<file path="src/rtl/scoreboard.sv">
// rtl/scoreboard.sv - register-write scoreboard with per-register pending counters and decode stall
module scoreboard #(
   parameter int NREGS        = 32,
   parameter int MAX_INFLIGHT = 3
) (
   input  logic       clk,
   input  logic       reset,
   input  logic       issue_valid,
   input  logic [4:0] issue_rd,
   output logic       issue_ready,
   input  logic       retire_valid,
   input  logic [4:0] retire_rd,
   input  logic       flush,
   input  logic [4:0] rs1_addr_D,
   input  logic [4:0] rs2_addr_D,
   output logic       stall_D,
   output logic [1:0] inflight,
   output logic       underflow_err
);

   // Counters are 2 bits wide, so the in-flight ceiling is also the saturation point.
   localparam logic [1:0] CNT_MAX = 2'(MAX_INFLIGHT);

   logic [1:0] pend      [NREGS];
   logic [1:0] pend_next [NREGS];
   logic [1:0] inflight_next;
   logic       issue_acc;
   logic       retire_eff;
   logic       hit_issue;
   logic       hit_retire;
   logic       stall_rs1;
   logic       stall_rs2;

   // Back-pressure: a same-cycle retire frees a slot, and reset forces the port open.
   always_comb begin
      issue_ready = reset | (inflight < CNT_MAX) | retire_valid;
      issue_acc   = issue_valid & issue_ready;
      retire_eff  = retire_valid & (inflight != 2'd0);
   end

   // Global in-flight count; a matched issue/retire pair cancels out.
   always_comb begin
      inflight_next = inflight;
      if (issue_acc && !retire_eff && inflight != 2'd3)
         inflight_next = inflight + 2'd1;
      else if (!issue_acc && retire_eff)
         inflight_next = inflight - 2'd1;
   end

   // Per-register pending counters; x0 is never tracked and counts saturate both ways.
   always_comb begin
      hit_issue  = 1'b0;
      hit_retire = 1'b0;
      for (int r = 0; r < NREGS; r++) begin
         pend_next[r] = pend[r];
         hit_issue    = issue_acc  && (r != 0) && (issue_rd  == 5'(r));
         hit_retire   = retire_eff && (r != 0) && (retire_rd == 5'(r));
         if (hit_issue && !hit_retire) begin
            if (pend[r] != 2'd3)
               pend_next[r] = pend[r] + 2'd1;
         end else if (hit_retire && !hit_issue) begin
            if (pend[r] != 2'd0)
               pend_next[r] = pend[r] - 2'd1;
         end
      end
   end

   // State register: reset beats flush, flush beats any same-cycle issue or retire.
   always_ff @(posedge clk) begin
      if (reset) begin
         inflight <= 2'd0;
         for (int r = 0; r < NREGS; r++)
            pend[r] <= 2'd0;
      end else if (flush) begin
         inflight <= 2'd0;
         for (int r = 0; r < NREGS; r++)
            pend[r] <= 2'd0;
      end else begin
         inflight <= inflight_next;
         for (int r = 0; r < NREGS; r++)
            pend[r] <= pend_next[r];
      end
   end

   // Sticky underflow flag; only reset clears it, and a retire discarded by flush does not raise it.
   always_ff @(posedge clk) begin
      if (reset)
         underflow_err <= 1'b0;
      else if (retire_valid && inflight == 2'd0 && !flush)
         underflow_err <= 1'b1;
   end

   // Decode stall with retire bypass: the last pending write retiring this cycle clears the hazard.
   always_comb begin
      stall_rs1 = (rs1_addr_D != 5'd0) && (pend[rs1_addr_D] != 2'd0) &&
                  !(retire_valid && retire_rd == rs1_addr_D && pend[rs1_addr_D] == 2'd1);
      stall_rs2 = (rs2_addr_D != 5'd0) && (pend[rs2_addr_D] != 2'd0) &&
                  !(retire_valid && retire_rd == rs2_addr_D && pend[rs2_addr_D] == 2'd1);
      stall_D   = !reset && (stall_rs1 || stall_rs2);
   end

endmodule
</file>
<file path="config.mk">
export PLATFORM = sky130hd
export DESIGN_NAME = scoreboard
export DESIGN_NICKNAME = d
export VERILOG_FILES = /design/src/rtl/scoreboard.sv
export SDC_FILE = /design/constraint.sdc
export NUM_CORES = 1
export LEC_CHECK = 0
export ABC_AREA = 1
export CORE_UTILIZATION = 35
export DETAILED_ROUTE_END_ITERATION = 6
export SYNTH_ARGS = -nofsm -noshare
export SYNTH_HDL_FRONTEND = slang
export SYNTH_SLANG_ARGS = --single-unit
</file>
<file path="constraint.sdc">
create_clock -name clk -period 2.7 [get_ports clk]
set_clock_uncertainty 0.1 [all_clocks]
set_input_delay 0.675 -clock clk [delete_from_list [all_inputs] [get_ports clk]]
set_output_delay 0.675 -clock clk [all_outputs]
set_load 0.05 [all_outputs]
</file>
# After elaboration in Yosys (flattened, before gate mapping)
# Memory sizes are Yosys's and may differ from the RTL's.
# Cells that the tools add are included.
word_totals:
  inputBits: 25
  n_memories: 1
  register_bits: 3
  ramBits: 64
  word_cells: 680
mem_list:
  columns: ["name", "words", "word_bits", "rd", "rd_clocked_by_memory_dff", "wr", "line_no", "text"]
  rows:
  - ["pend", 32, 2, 33, 0, 32, "24", "logic [1:0] pend [NREGS];"]
op_classes:
  bitwise: 68
  eq_ne: 99
  n_mux: 198
  reduce_logical: 247
  add_sub_neg: 64
  magnitude_cmp: 1
op_table:
  columns: ["cell", "count"]
  rows:
  - ["$mux 2", 190]
  - ["$eq 5x5->1 const B", 32]
  - ["$logic_and 1x1->1", 138]
  - ["$eq 5x4->1 const B", 16]
  - ["$reduce_bool 2->1", 35]
  - ["$logic_not 1->1", 68]
  - ["$or 1x1->1", 66]
  - ["$add 2x1->2 const B", 32]
  - ["$ne 2x2->1 const B", 32]
  - ["$sub 2x1->2 const B", 32]
  - ["$eq 5x3->1 const B", 8]
  - ["$eq 5x2->1 const B", 4]
  - ["$eq 5x1->1 const B", 2]
  - ["$eq 5x5->1", 2]
  - ["$reduce_bool 5->1", 2]
  - ["$mux 1", 8]
  - ["$eq 2x1->1 const B", 2]
  - ["$and 1x1->1", 2]
  - ["$logic_not 2->1", 1]
  - ["$lt 2x2->1 const B", 1]
  - ["$reduce_and 2->1", 1]
  - ["$reduce_or 2->1", 1]
  - ["$logic_or 1x1->1", 1]
  - ["$ne 0x0->1", 1]

# Longest topological paths before layout
logic_depth:
  ltp_word: 10
  ltp_mapped: 17
  depth_no_buf: 15

# Worst setup path before layout
# Ideal clock, no wire load.
synth_path:
  path_type: "input to output"
  startpoint: "input port rs1_addr_D[0]"
  endpoint: "output port stall_D"
  required_time_ns: 1.925
  path_stages: 17
  slack_ns: -0.300
  arrival_ns: 2.225
  path_buffers: 2
  path_cell_list: "buf_4 inv_2 buf_4 nand2_1 nand2_1 nand2_1 nand2_1 nand2_1 nand2_1 inv_1 nand2_1 nand2_1 nand2_1 nand2_1 nand2_1 nor2_1 nor2_1"
synth_via:
  elab_chain_len: 7
  word_cells_on_any_way: 12
  cone_classes: "2 x eq/ne; 9 x reduce/logical; 1 x memory"
synth_rtl:
  columns: ["element", "line_no", "text"]
  rows:
  - ["start: declaration", "14", "input logic [4:0] rs1_addr_D,"]
  - ["$mem_v2 32x2 / $eq 5x5->1 (equally long branches)", null, null]
  - ["$eq 2x1->1 / $logic_and 1x1->1 (equally long branches)", "96", "!(retire_valid && retire_rd == rs1_addr_D && pend[rs1_addr_D] == 2'd1);"]
  - ["$logic_and 1x1->1", "96", null]
  - ["$logic_not 1->1", "96", null]
  - ["$logic_and 1x1->1 *", "95", "stall_rs1 = (rs1_addr_D != 5'd0) && (pend[rs1_addr_D] != 2'd0) &&"]
  - ["$logic_or 1x1->1 *", "99", "stall_D = !reset && (stall_rs1 || stall_rs2);"]
  - ["$logic_and 1x1->1 *", "99", null]
  - ["end: declaration", "16", "output logic stall_D,"]
# Mark *: on every way between the ends. The rest lies on a longest branch, timed or not.

# Worst setup path after layout
layout_path:
  startpoint: "input port rs2_addr_D[0]"
  endpoint: "output port stall_D"
layout_via:
  elab_chain_len: 7
  word_cells_on_any_way: 12
  cone_classes: "2 x eq/ne; 9 x reduce/logical; 1 x memory"
layout_rtl:
  columns: ["element", "line_no", "text"]
  rows:
  - ["start: declaration", "15", "input logic [4:0] rs2_addr_D,"]
  - ["$mem_v2 32x2 / $eq 5x5->1 (equally long branches)", null, null]
  - ["$eq 2x1->1 / $logic_and 1x1->1 (equally long branches)", "98", "!(retire_valid && retire_rd == rs2_addr_D && pend[rs2_addr_D] == 2'd1);"]
  - ["$logic_and 1x1->1", "98", null]
  - ["$logic_not 1->1", "98", null]
  - ["$logic_and 1x1->1 *", "97", "stall_rs2 = (rs2_addr_D != 5'd0) && (pend[rs2_addr_D] != 2'd0) &&"]
  - ["$logic_or 1x1->1 *", "99", null]
  - ["$logic_and 1x1->1 *", "99", null]
# Marked as above.

==> impl_results.md <==
* Period utilisation layout at 103.3%
* Starting Density at 35.93%
* Switching Power at 1.032 mW
* Internal Power at 2.330 mW
* Final Hold Vio Count at 0
* Max_cap viols at 0
* Layout cells sized above 1 at 17.98%
* CTS H-Tree Depth at 3
* R2R Path End: pend[28][1]
* Crit Path Class: input pin to primary output
* Routed len/inst at 15.64 µm
* Clk root buf: clkbuf_16
* Port bufs at 29
* Detailed Route Iter0 Violations at 604
* Worst EP arrival at 2010 ps
* Die height at 132.5 µm
* Maximum number of pins on one net before global-route repair at 42
* Clock Power Share at 37.5%
* Rows at 47
* Leakage power figure at 3.555 nW
* Yosys cell types at 42
* Worst-Skew Late Latency at 340 ps
* Max Slew Vio Count at 0
* Register-to-register setup slack at 460 ps
* Post-synthesis net count at 969
* Reg2Reg Depth at 13
* Design Power at 3.362 mW
* Setup crit start kind: input pin
* Hold Crit Class: register to register
* CTS tree: yes
* Worst Setup End Kind: primary output
* Minimum clock period at 2789 ps
* Post-CTS setup buffers at 0
* Die Span X at 132.5 µm
* Via density at 5.146
* Reg-to-reg startpoint: inflight[1]
* Synth warn at 0
* GRT Total Usage at 23.46%
* Hold Path Sink: underflow_err
* Area contributors post-synth: edfxtp_1 31%, nand2_1 14%, nor2_1 11%
* Final setup fails at 1
* Setup crit start: rs2_addr_D[0]
* Sequential share of power at 38.9%
* DR vias at 6,571
* Ant. Diodes at 0
* WP data required at 1920 ps
* Slew @ Worst Pin at 511.0 ps
* GR Overflow Total at 0
* Pre-Repair DR Iteration Count at 5
* Peak supply drop at 0.0003446 V
* Failing checks: setup timing
* Worst hold stages at 2
* Post-Synthesis Cells at 930
* Final #Nets at 1,091
* Fmax at 0.3586 GHz
* Post-synth top area share at 31.25%
* Switch share at 30.70%
* Sequential area share after synthesis at 32.26%
* CTS Buffer Depth at 2
* Routability congestion estimate from global placement at 0.9490
* Vias in the first global route at 6,266
* Area Overhead vs Synth at 31.35%
* Antenna viol nets, final at 0
* Final Util at 47.19%
* IO Pins at 30
* CORE AREA at 0.01658 mm²
* CTS Sinks at 65
* Comb power frac at 23.6%
* TritonCTS Buffers at 9
* Mapped Area at 0.005958 mm²
* First-pass GRT wire length at 31,900 µm
* Initial antenna violation count at 0
* HPWL Detailed at 15,010 µm
* Post-route insts no fill at 1,277
* Most frequent cells in the layout: 225 x nand2_1, 163 x nor2_1, 131 x inv_1, 99 x buf_4, 65 x nand3_1
* Total Wirelength at 19,980 µm
* Max FO, Critical Path at 19
* Syn avg cell area at 6.407 µm²
* Cell accounting for the most synthesized area: edfxtp_1
* Hold Crit Start: underflow_err
* DP Cell Count at 1,257
* Power Density at 429.6 mW/mm²
* Place WS at -636.4 ps
* Final Worst Setup Slack at -88.85 ps
* DR DRC count at 0
* Leading cell type in the layout, fill and taps excluded: nand2_1
* Fillcell total at 1,707
* Outcome: complete, but fails checks
* Full die area at 0.01755 mm²
* #FFs+latches synth at 65
* Slew margin rel. at 65.82%
* Unrepaired setup endpoints after global routing: yes
* Worst-path clk slew at 60 ps
==> layout make-up <==
class	count	area (µm²)	share of cell area (%)
Multi-Input combinational cell	688	3395	43.37
Tap cell	220	275.3	3.517
Clock buffer	10	229.0	2.926
Sequential cell	65	1922	24.56
Timing Repair Buffer	147	1384	17.68
Inverter	141	539.3	6.890
Clock inverter	6	82.58	1.055
==> worst max-delay path, cell delays in order <==
cell and delay, ps:
buf_4 140, inv_2 60, buf_12 140, nand2_1 70
o211ai_1 120, nand3_2 140, nand3_2 90, nand3_1 80
nand2_1 60, nand2_1 70, nor2_2 170, nor2_4 40
buf_6 140
==> routing by layer <==
metal	track usage [%]	part of all wire [%]	vias up	wire length, µm
li1	-	-	3289	-
met1	31.57	45	3019	9081
met2	38.04	45	222	9038
met3	3.525	6.4	41	1281
met4	8.621	2.9	0	575
met5	0	0	-	0
==> per-stage QoR <==
step | TNS, ps | hold slack, ps | instance area (µm²)
global route | -200.0 | 423.5 | 7826
floorplan | 0 | 478.9 | 5966
finish | -88.85 | 371.3 | 7826
global placement | -18660 | 358.5 | 7337
detailed placement | -19240 | 363.3 | 7337
CTS | -63.81 | 371.7 | 7716
==> logic make-up after synthesis <==
family                   share of synthesized area (%)
flip-flops                                       32.26
buffers and inverters                            12.07
AO/OA/AOI/OAI                                    14.78
XOR/XNOR                                        0.1470
adder cells (fa/ha/maj)                          2.940
AND/OR/NAND/NOR                                  37.80
==> how the worst max path moves through the flow <==
stage | to | depth (start not counted)
after global placement | stall_D | 14
after detailed placement | stall_D | 18
after global routing | stall_D | 13
after CTS | stall_D | 12
after floorplan | pend[20][0] | 12
final | stall_D | 13
==> timing repair <==
| action | CTS | global route |
|---|---|---|
| endpoints found under the setup margin | 9 | 25 |
| pin swaps | 13 | 11 |
| hold endpoints to repair | 0 | 0 |
| resized for setup | 53 | 20 |
| cloned | 2 | 2 |
| hold buffers | 0 | 0 |
==> synth_stat cells <==
cell type and instances:
nand4_1 1, edfxtp_1 62, xor2_1 1, o32ai_1 1, nand2_1 226, o21ai_2 1, a21oi_1 44, inv_1 135
nand4_2 1, nor4_1 1, nor2_4 3, nand2_2 1, a31oi_1 1, o41ai_1 1, nand2_4 1, a21oi_2 1
nor3_1 30, and3_4 9, and3_1 4, buf_1 4, o21ai_0 46, nor3_2 1, nor2_2 4, o311ai_0 3
o211ai_1 15, clkbuf_1 12, o21ai_1 1, dfxtp_1 3, nand3_1 72, buf_2 11, inv_2 5, nor2_1 173
a211oi_1 1, ha_1 14, o311ai_1 11, buf_6 2, o21a_1 13, clkinv_1 1, buf_4 7, o211ai_2 1
o22ai_1 5, or2_2 1
==> power by group through the flow <==
stage | combinational (mW) | sequential [mW] | clock, mW
3_3_place_gp | 0.746 | 1.32 | 0
4_1_cts | 0.767 | 1.31 | 1.28
6_report | 0.793 | 1.31 | 1.26
2_1_floorplan | 0.449 | 1.29 | 0
3_5_place_dp | 0.749 | 1.33 | 0
5_1_grt | 0.882 | 1.32 | 1.31
==> state kept, by name, summed over array words and instances, names as in the netlist <==
signal,cells
underflow_err,1
inflight,2
pend,62
Note: power is estimated with default switching activity, not from simulation.
